## src/rtl/tx_stream_pkg.sv

```systemverilog
// Shared types and defaults for the result-word transmit stream.
package tx_stream_pkg;

    localparam int unsigned DefaultWidth     = 16;
    localparam int unsigned DefaultGapCycles = 2;

    typedef enum logic [1:0] {
        StIdle,
        StLaunch,
        StWaitBusy,
        StWaitDone
    } tx_state_e;

endpackage

```

## src/rtl/sync_fifo.sv

```systemverilog
// Single-clock FIFO with registered occupancy; writes while full and reads while empty are ignored.
module sync_fifo
    import tx_stream_pkg::*;
#(
    parameter int unsigned WIDTH = DefaultWidth,
    parameter int unsigned DEPTH = 16
) (
    input  logic                       clk,
    input  logic                       rst_n,
    input  logic                       wr_en,
    input  logic [WIDTH-1:0]           wr_data,
    input  logic                       rd_en,
    output logic [WIDTH-1:0]           rd_data,
    output logic                       full,
    output logic                       empty,
    output logic [$clog2(DEPTH+1)-1:0] count
);

    localparam int unsigned AW = $clog2(DEPTH);
    localparam int unsigned CW = $clog2(DEPTH + 1);

    logic [WIDTH-1:0] mem [DEPTH];
    logic [AW-1:0]    wr_ptr_q, wr_ptr_d;
    logic [AW-1:0]    rd_ptr_q, rd_ptr_d;
    logic [CW-1:0]    count_q, count_d;
    logic             do_wr, do_rd;

    assign full  = (count_q == CW'(DEPTH));
    assign empty = (count_q == '0);
    assign count = count_q;

    assign do_wr = wr_en & ~full;
    assign do_rd = rd_en & ~empty;

    assign rd_data = mem[rd_ptr_q];

    always_comb begin
        wr_ptr_d = wr_ptr_q;
        rd_ptr_d = rd_ptr_q;
        count_d  = count_q;
        if (do_wr) begin
            wr_ptr_d = wr_ptr_q + AW'(1);
        end
        if (do_rd) begin
            rd_ptr_d = rd_ptr_q + AW'(1);
        end
        unique case ({do_wr, do_rd})
            2'b10:   count_d = count_q + CW'(1);
            2'b01:   count_d = count_q - CW'(1);
            default: count_d = count_q;
        endcase
    end

    always_ff @(posedge clk or negedge rst_n) begin
        if (!rst_n) begin
            wr_ptr_q <= '0;
            rd_ptr_q <= '0;
            count_q  <= '0;
        end else begin
            wr_ptr_q <= wr_ptr_d;
            rd_ptr_q <= rd_ptr_d;
            count_q  <= count_d;
        end
    end

    // Storage carries no reset; clearing the pointers is enough to discard it.
    always_ff @(posedge clk) begin
        if (do_wr) begin
            mem[wr_ptr_q] <= wr_data;
        end
    end

endmodule

```

## src/rtl/uart_tx_feeder.sv

```systemverilog
// Queues result words and launches them one at a time into uart_tx with an idle gap between frames.
module uart_tx_feeder
    import tx_stream_pkg::*;
#(
    parameter int unsigned DEPTH      = 16,
    parameter int unsigned WIDTH      = DefaultWidth,
    parameter int unsigned GAP_CYCLES = DefaultGapCycles
) (
    input  logic                       clk,
    input  logic                       rst_n,
    input  logic                       wr_en,
    input  logic [WIDTH-1:0]           wr_data,
    output logic                       full,
    output logic                       empty,
    output logic [$clog2(DEPTH+1)-1:0] count,
    output logic                       overflow,
    output logic [WIDTH-1:0]           tx_data,
    output logic                       tx_start,
    input  logic                       tx_busy,
    output logic                       idle
);

    localparam logic [7:0] GapInit = 8'(GAP_CYCLES);

    tx_state_e        state_q, state_d;
    logic [7:0]       gap_q, gap_d;
    logic             tx_start_q, tx_start_d;
    logic [WIDTH-1:0] tx_data_q, tx_data_d;
    logic             overflow_q, overflow_d;
    logic             pop;
    logic [WIDTH-1:0] head;

    sync_fifo #(
        .WIDTH (WIDTH),
        .DEPTH (DEPTH)
    ) u_fifo (
        .clk     (clk),
        .rst_n   (rst_n),
        .wr_en   (wr_en),
        .wr_data (wr_data),
        .rd_en   (pop),
        .rd_data (head),
        .full    (full),
        .empty   (empty),
        .count   (count)
    );

    // A drop is judged against the registered full flag, regardless of a same-cycle pop.
    assign overflow_d = overflow_q | (wr_en & full);

    always_comb begin
        state_d    = state_q;
        gap_d      = gap_q;
        tx_start_d = 1'b0;
        tx_data_d  = tx_data_q;
        pop        = 1'b0;
        unique case (state_q)
            StIdle: begin
                if (gap_q != 8'd0) begin
                    gap_d = gap_q - 8'd1;
                end else if (!empty) begin
                    pop        = 1'b1;
                    tx_start_d = 1'b1;
                    tx_data_d  = head;
                    state_d    = StLaunch;
                end
            end
            StLaunch: begin
                state_d = StWaitBusy;
            end
            StWaitBusy: begin
                if (tx_busy) begin
                    state_d = StWaitDone;
                end
            end
            StWaitDone: begin
                if (!tx_busy) begin
                    state_d = StIdle;
                    gap_d   = GapInit;
                end
            end
            default: begin
                state_d = StIdle;
            end
        endcase
    end

    always_ff @(posedge clk or negedge rst_n) begin
        if (!rst_n) begin
            state_q    <= StIdle;
            gap_q      <= GapInit;
            tx_start_q <= 1'b0;
            tx_data_q  <= '0;
            overflow_q <= 1'b0;
        end else begin
            state_q    <= state_d;
            gap_q      <= gap_d;
            tx_start_q <= tx_start_d;
            tx_data_q  <= tx_data_d;
            overflow_q <= overflow_d;
        end
    end

    assign tx_start = tx_start_q;
    assign tx_data  = tx_data_q;
    assign overflow = overflow_q;
    assign idle     = empty & (state_q == StIdle) & ~tx_busy;

endmodule
```

## config.mk

```make
export PLATFORM = sky130hd
export DESIGN_NAME = uart_tx_feeder
export DESIGN_NICKNAME = d
export VERILOG_FILES = /design/src/rtl/tx_stream_pkg.sv /design/src/rtl/sync_fifo.sv /design/src/rtl/uart_tx_feeder.sv
export SDC_FILE = /design/constraint.sdc
export NUM_CORES = 1
export LEC_CHECK = 0
export CORE_MARGIN = 2
export CORE_UTILIZATION = 40
export CTS_BUF_LIST = sky130_fd_sc_hd__clkbuf_4 sky130_fd_sc_hd__clkbuf_8
export DETAILED_ROUTE_END_ITERATION = 16
export SYNTH_ARGS = -nofsm -noshare
export SYNTH_HDL_FRONTEND = slang
export SYNTH_SLANG_ARGS = --single-unit
```

## constraint.sdc

```tcl
create_clock -name clk -period 5.3 [get_ports clk]
set_input_delay 1.06 -clock clk [delete_from_list [all_inputs] [get_ports clk]]
set_output_delay 1.06 -clock clk [all_outputs]
set_load 0.01 [all_outputs]
```

=== Yosys cells after proc, flatten, opt, wreduce, memory -nomap -nowiden ===
Memory sizes are Yosys's and may differ from the RTL's. A register that Yosys moved wholly into a read port is not among the register bits.
Index checks and enable logic that the tools add are counted.

* Output and inout bits: 26
* Memory bits (writable): 256
* Memories kept: 1
* Flip-flop bits (word level): 25
* Input port bits: 20

* Mux-type cells: 14
* Reduce and logical (&&, ||, !) cells: 9
* Equal/unequal tests: 11
* $add $sub $neg: 5
* Bitwise logic cells: 10

{| class="wikitable"
|+ Memory list
! name !! words !! width !! read ports !! clocked after memory_dff !! write ports !! RTL line !! text
|-
| u_fifo.mem || 16 || 16 || 1 || 1 || 1 || sync_fifo.sv:22 || <nowiki>logic [WIDTH-1:0] mem [DEPTH];</nowiki>
|}

{| class="wikitable"
|+ Operator list
! kind !! count
|-
| $mux W8 || 2
|-
| $pmux W8 S2 || 1
|-
| $ne A2 B2 Y1 const B || 5
|-
| $pmux W5 S2 || 1
|-
| $add A4 B1 Y4 const B || 2
|-
| $mux W2 || 4
|-
| $pmux W2 S4 || 1
|-
| $reduce_bool A8 Y1 || 1
|-
| $sub A8 B1 Y8 const B || 1
|-
| $eq A2 B2 Y1 const B || 3
|-
| $reduce_and A3 Y1 || 2
|-
| $add A5 B1 Y5 const B || 1
|-
| $and A1 B1 Y1 || 5
|-
| $eq A5 B5 Y1 const B || 1
|-
| $logic_not A5 Y1 || 1
|-
| $mux W1 || 5
|-
| $sub A5 B1 Y5 const B || 1
|-
| $eq A2 B1 Y1 const B || 2
|-
| $not A1 Y1 || 4
|-
| $reduce_and A4 Y1 || 1
|-
| $reduce_bool A2 Y1 || 2
|-
| $logic_not A2 Y1 || 1
|-
| $logic_not A1 Y1 || 1
|-
| $or A1 B1 Y1 || 1
|}

=== Logic depth before layout (Yosys ltp) ===
* Word-level depth: 7
* Gate-level depth with buffers: 13
* Depth with buffers taken out: 13

=== By module ===
A second synthesis with hierarchy kept.

* Cells, all modules: 670
* Area, all modules: 12238.0 µm²

{| class="wikitable"
|+ Modules (own cells, without submodules)
! module !! area an instance (µm²) !! instances !! cells each !! sequential area each (µm²)
|-
| sync_fifo || 10895.4 || 1 || 555 || 8012.7
|-
| uart_tx_feeder || 1342.5 || 1 || 115 || 701.9
|}

=== Least setup slack after synthesis ===
Ideal clock, no wire load.

* Kind: register to register
* Start: register gap_q[0]
* End: register u_fifo.count_q[4] (netlist: u_fifo.count[4])
* Path slack: 2.117 ns
* Buffers on the path: 0
* Clock period less this slack: 3.183 ns
* Setup time: 0.126 ns
* Data required time: 5.174 ns
* Cell stages (with the launch flop): 14
* Arrival: 3.057 ns
* Path through: dfrtp_1 > inv_1 > ha_1 > or4b_4 > nor4_4 > and3_1 > ha_1 > inv_1 > fa_1 > nor2b_1 > o21ai_0 > nand3_1 > or3b_2 > xnor2_1

* Cells in the longest elaborated chain, start to end: 6
* Elaborated cells on any way between the ends: 8

{| class="wikitable"
|+ RTL lines
! what !! RTL line !! text
|-
| start, declared || uart_tx_feeder.sv:26 || <nowiki>logic [7:0] gap_q, gap_d;</nowiki>
|-
| start signal, assigned || uart_tx_feeder.sv:91 || <nowiki>gap_q <= GapInit;</nowiki>
|-
| start signal, assigned || uart_tx_feeder.sv:97 || <nowiki>gap_q <= gap_d;</nowiki>
|-
| $reduce_bool A8 Y1 * || uart_tx_feeder.sv:59 || <nowiki>if (gap_q != 8'd0) begin</nowiki>
|-
| $mux W1 * || uart_tx_feeder.sv:59 ||
|-
| $mux W1 * || uart_tx_feeder.sv:57 || <nowiki>unique case (state_q)</nowiki>
|-
| $and A1 B1 Y1 * || sync_fifo.sv:33 || <nowiki>assign do_rd = rd_en & ~empty;</nowiki>
|-
| via u_fifo.do_rd || sync_fifo.sv:26 || <nowiki>logic do_wr, do_rd;</nowiki>
|-
| $eq A2 B1 Y1 / $eq A2 B2 Y1 (equally long branches) || sync_fifo.sv:47 || <nowiki>unique case ({do_wr, do_rd})</nowiki>
|-
| $pmux W5 S2 / $reduce_bool A2 Y1 (equally long branches) || n/a ||
|-
| end signal, assigned || sync_fifo.sv:62 || <nowiki>count_q <= count_d;</nowiki>
|-
| end, declared || sync_fifo.sv:25 || <nowiki>logic [CW-1:0] count_q, count_d;</nowiki>
|}

Mark *: on every way through the listed nets, which the timed path passes. The rest lies on a longest branch.
A chain may end at the register's enable or synchronous reset.

=== Final worst setup path ===
Same ends and word-level chain as after synthesis.

==> run_results.csv <==
group,metric,value,unit
timing,finalCriticalPeriod,3.508,ns
timing,hold_viol_final,0,
status,outcome,"finished clean",
logic_synthesis,netlist_area,0.01170,mm²
logic_synthesis,yosysMostFrequentCell,"edfxtp_1",
grt,grt_max_degree,52,
layout,fin_area,0.01359,mm²
logic_synthesis,synth_edf_count,256,
grt,globalRouteOverflowTotal,0,
worst_setup_path,cp-end-kind,"register",
place,gp_congestion,0.7385,
cts,cts_resized,0,
logic_synthesis,synth-seq-cells,297,
drt,wirelength,24120,µm
flow_run,drv_cap,0,
place,hpwlAfterDp,14270,µm
timing,drv_slew,0,
logic_synthesis,synth_flop_cell,"edfxtp_1",
die,die-area,0.03063,mm²
logic_synthesis,syn-instance-count,589,
worst_setup_path,worstPathRequired,5.73,ns
power_and_ir_drop,power_density,453.9,mW/mm²
logic_synthesis,netlist.area_leader.share,65.72,%
logic_synthesis,synth_area_leaders,"edfxtp_1, mux4_2, dfrtp_1",
drt,post-route-drc-count,0,
logic_synthesis,ys_async_sr_fraction,13.80,%
die,start_util,40.64,%
logic_synthesis,ys_types,42,
cts,cts.path.max_buffers,3,
layout,multiInputGateArea,0.002855,mm²
layout,nets,700,
cts,clk_pin_slew,0.06,ns
power_and_ir_drop,peakVddDrop,0.0001801,V
logic_synthesis,yosysTopAreaCell,"edfxtp_1",
die,core,0.02878,mm²
die,die_w,175.0,µm
worst_setup_path,cp_cell_sequence,"inv_1 > ha_1 > or4b_4 > nor4_4 > and3_1 > ha_1 > inv_1 > fa_1 > nor2b_1 > o21ai_0 > nand3_1 > or3b_2 > xnor2_1",
worst_setup_path,cp_num_buf_inv,2,
layout,fill_cells,2410,
timing,setup_viol,0,
worst_setup_path,cpPeakStageDelay,0.50,ns
worst_setup_path,r2r_slack,1.79,ns
grt,antenna_found_initial,0,
place,dp_slack,1.512,ns
grt,grt_pass1_wl,37090,µm
worst_setup_path,crit_arrival,3.94,ns
timing,max_freq,285.1,MHz
timing,hold_ws,0.3660,ns
timing,slew-limit-headroom,26.46,%
logic_synthesis,ys_seq_area_share,74.50,%
cts,clock_sinks,297,
power_and_ir_drop,p_leak,4.485,nW
cts,clkLatencyLatePin,0.56,ns
worst_setup_path,critPathMaxFanout,8,
logic_synthesis,yosys_warnings,0,
layout,antennaDiodeCount,0,
cts,cts_setup_buffers,0,
drt,viasPerCell,5.352,
timing,finalCritPeriodShare,66.19,%
drt,ant_nets,0,
cts,cts-buffers-inserted,49,
die,rows,62,
worst_setup_path,cpLargestDelayFamily,"simple AND/OR/NAND/NOR gates",
cts,cts_hold_buf,0,
timing,finalWorstSetupSlack,1.792,ns
layout,final_util,47.22,%
hold_path,hold_class,"in -> async",
worst_setup_path,worst_setup_path_start_kind,"register",
worst_setup_path,critPathSlowestCell,"or4b_4",
drt,drt_iter0_drc,447,
timing,clock-skew-final,0.01861,ns
place,portBuffers,45,
logic_synthesis,ys_top_cells_by_count,"edfxtp_1, mux4_2, dfrtp_1",
worst_setup_path,path_class,"reg -> reg",
grt,grt_pass1_vias,6263,
layout,drive_gt1_share,28.17,%
timing,worstMarginPinSlew,1.102,ns
drt,drtPass1Iterations,5,
logic_synthesis,synth.net_count,624,
timing,totalNegativeSetupSlack,0,ns
cts,cts_tree,"yes",
layout,register_area,0.008720,mm²
layout,syn_to_final_growth,16.18,%
cts,cts_htree_levels,2,
logic_synthesis,synth.avg_cell_area,19.86,µm²
die,fp.dieH,175.0,µm
drt,via_count,5818,
grt,grtUsageTotal,16.15,%
timing,grt_setup_unrepaired,"false",
drt,wl_per_cell,22.19,µm
place,place_area,0.01262,mm²
cts,root_buffer,"clkbuf_8",
die,io_pins,46,
## kinds of logic (layout without fill, tap and decap cells)
kind of cell / Yosys count / in the layout / synth area share [%]
DFF: 297 / 297 / 74.50
buffers and inverters: 43 / 157 / 1.519
AOI/OAI and AO/OA: 58 / 58 / 3.006
adders and majority gates: 15 / 15 / 1.669
muxes: 99 / 99 / 15.54
and+or+nand+nor: 67 / 67 / 3.016
xor gates and xnor gates: 10 / 10 / 0.7488
## final cells by class
type                    instances  area share, %
well taps                     384          3.535
repair buffers                 55          3.830
clock inverters                13         0.4235
inverters                      13         0.3591
clock buffers                  76          6.684
multi-input cells             249          21.01
flip-flops and latches        297          64.16
## per-layer routing
| layer | wire length [µm] | up-vias | global-route usage (%) |
|---|---|---|---|
| li1 | - | 2530 | - |
| met1 | 10640 | 3118 | 21.64 |
| met2 | 12090 | 128 | 27.37 |
| met3 | 876 | 42 | 2.546 |
| met4 | 503 | 0 | 4.861 |
| met5 | 0 | - | 0 |
## final timing paths
kind,to,startpoint,cells after the start
setup / recovery,u_fifo.count[4]$_DFFE_PN0P_,gap_q[0]$_DFFE_PN0P_,13
setup reg to reg,u_fifo.count[4]$_DFFE_PN0P_,gap_q[0]$_DFFE_PN0P_,13
max in group asynchronous,u_fifo.rd_ptr_q[0]$_DFFE_PN0P_,rst_n,2
hold / removal,u_fifo.rd_ptr_q[3]$_DFFE_PN0P_,rst_n,1
hold reg to reg,overflow$_DFF_PN0_,overflow$_DFF_PN0_,1
min in group clk,overflow$_DFF_PN0_,overflow$_DFF_PN0_,1
## state kept, by name, summed over array words and instances (netlist names)
register	cells
u_fifo.mem	256
tx_data	16
gap_q	8
u_fifo.count	5
u_fifo.rd_ptr_q	4
u_fifo.wr_ptr_q	4
state_q	2
overflow	1
tx_start	1
## worst register-to-register path, delay by kind of cell (launching register included)
| family | cells | cell delay (ns) |
|---|---|---|
| xor gates and xnor gates | 1 | 0.14 |
| buffers and inverters | 2 | 0.17 |
| and+or+nand+nor | 6 | 1.75 |
| AOI/OAI and AO/OA | 1 | 0.11 |
| adders and majority gates | 3 | 0.82 |
| DFF | 1 | 0.39 |
## per-stage QoR
step	cells	power (mW)
finish	1087	6.168
global route	1087	6.465
CTS	1087	6.236
detailed placement	998	4.286
global placement	998	4.224
floorplan	589	3.818
## placed cells by master, fill, tap and decap left out, drive strengths merged, types with 3 or more instances in the layout
cell | netlist | layout
edfxtp | 256 | 256
clkbuf | 15 | 76
mux4 | 64 | 64
clkdlybuf4s50 | 0 | 44
dfrtp | 40 | 40
a21oi | 19 | 19
nor2 | 19 | 19
mux2 | 18 | 18
mux2i | 17 | 17
nand2 | 16 | 16
o22ai | 16 | 16
ha | 14 | 14
inv | 13 | 13
clkinv | 0 | 12
o21ai | 11 | 11
buf | 15 | 11
xnor2 | 7 | 7
nand2b | 6 | 6
nor3 | 5 | 5
nor2b | 4 | 4
xor2 | 3 | 3
a221o | 3 | 3
o31ai | 3 | 3
nor4 | 3 | 3
## power breakdown
group | internal (mW) | total, mW | leakage, nW | switching (mW)
Combinational | 0.549 | 1.16 | 1.12 | 0.610
Sequential | 2.85 | 3.06 | 2.84 | 0.213
Clock | 1.09 | 1.95 | 0.518 | 0.862
Total | 4.48 | 6.17 | 4.48 | 1.68
No activity file was read; power rests on OpenSTA's default activity.
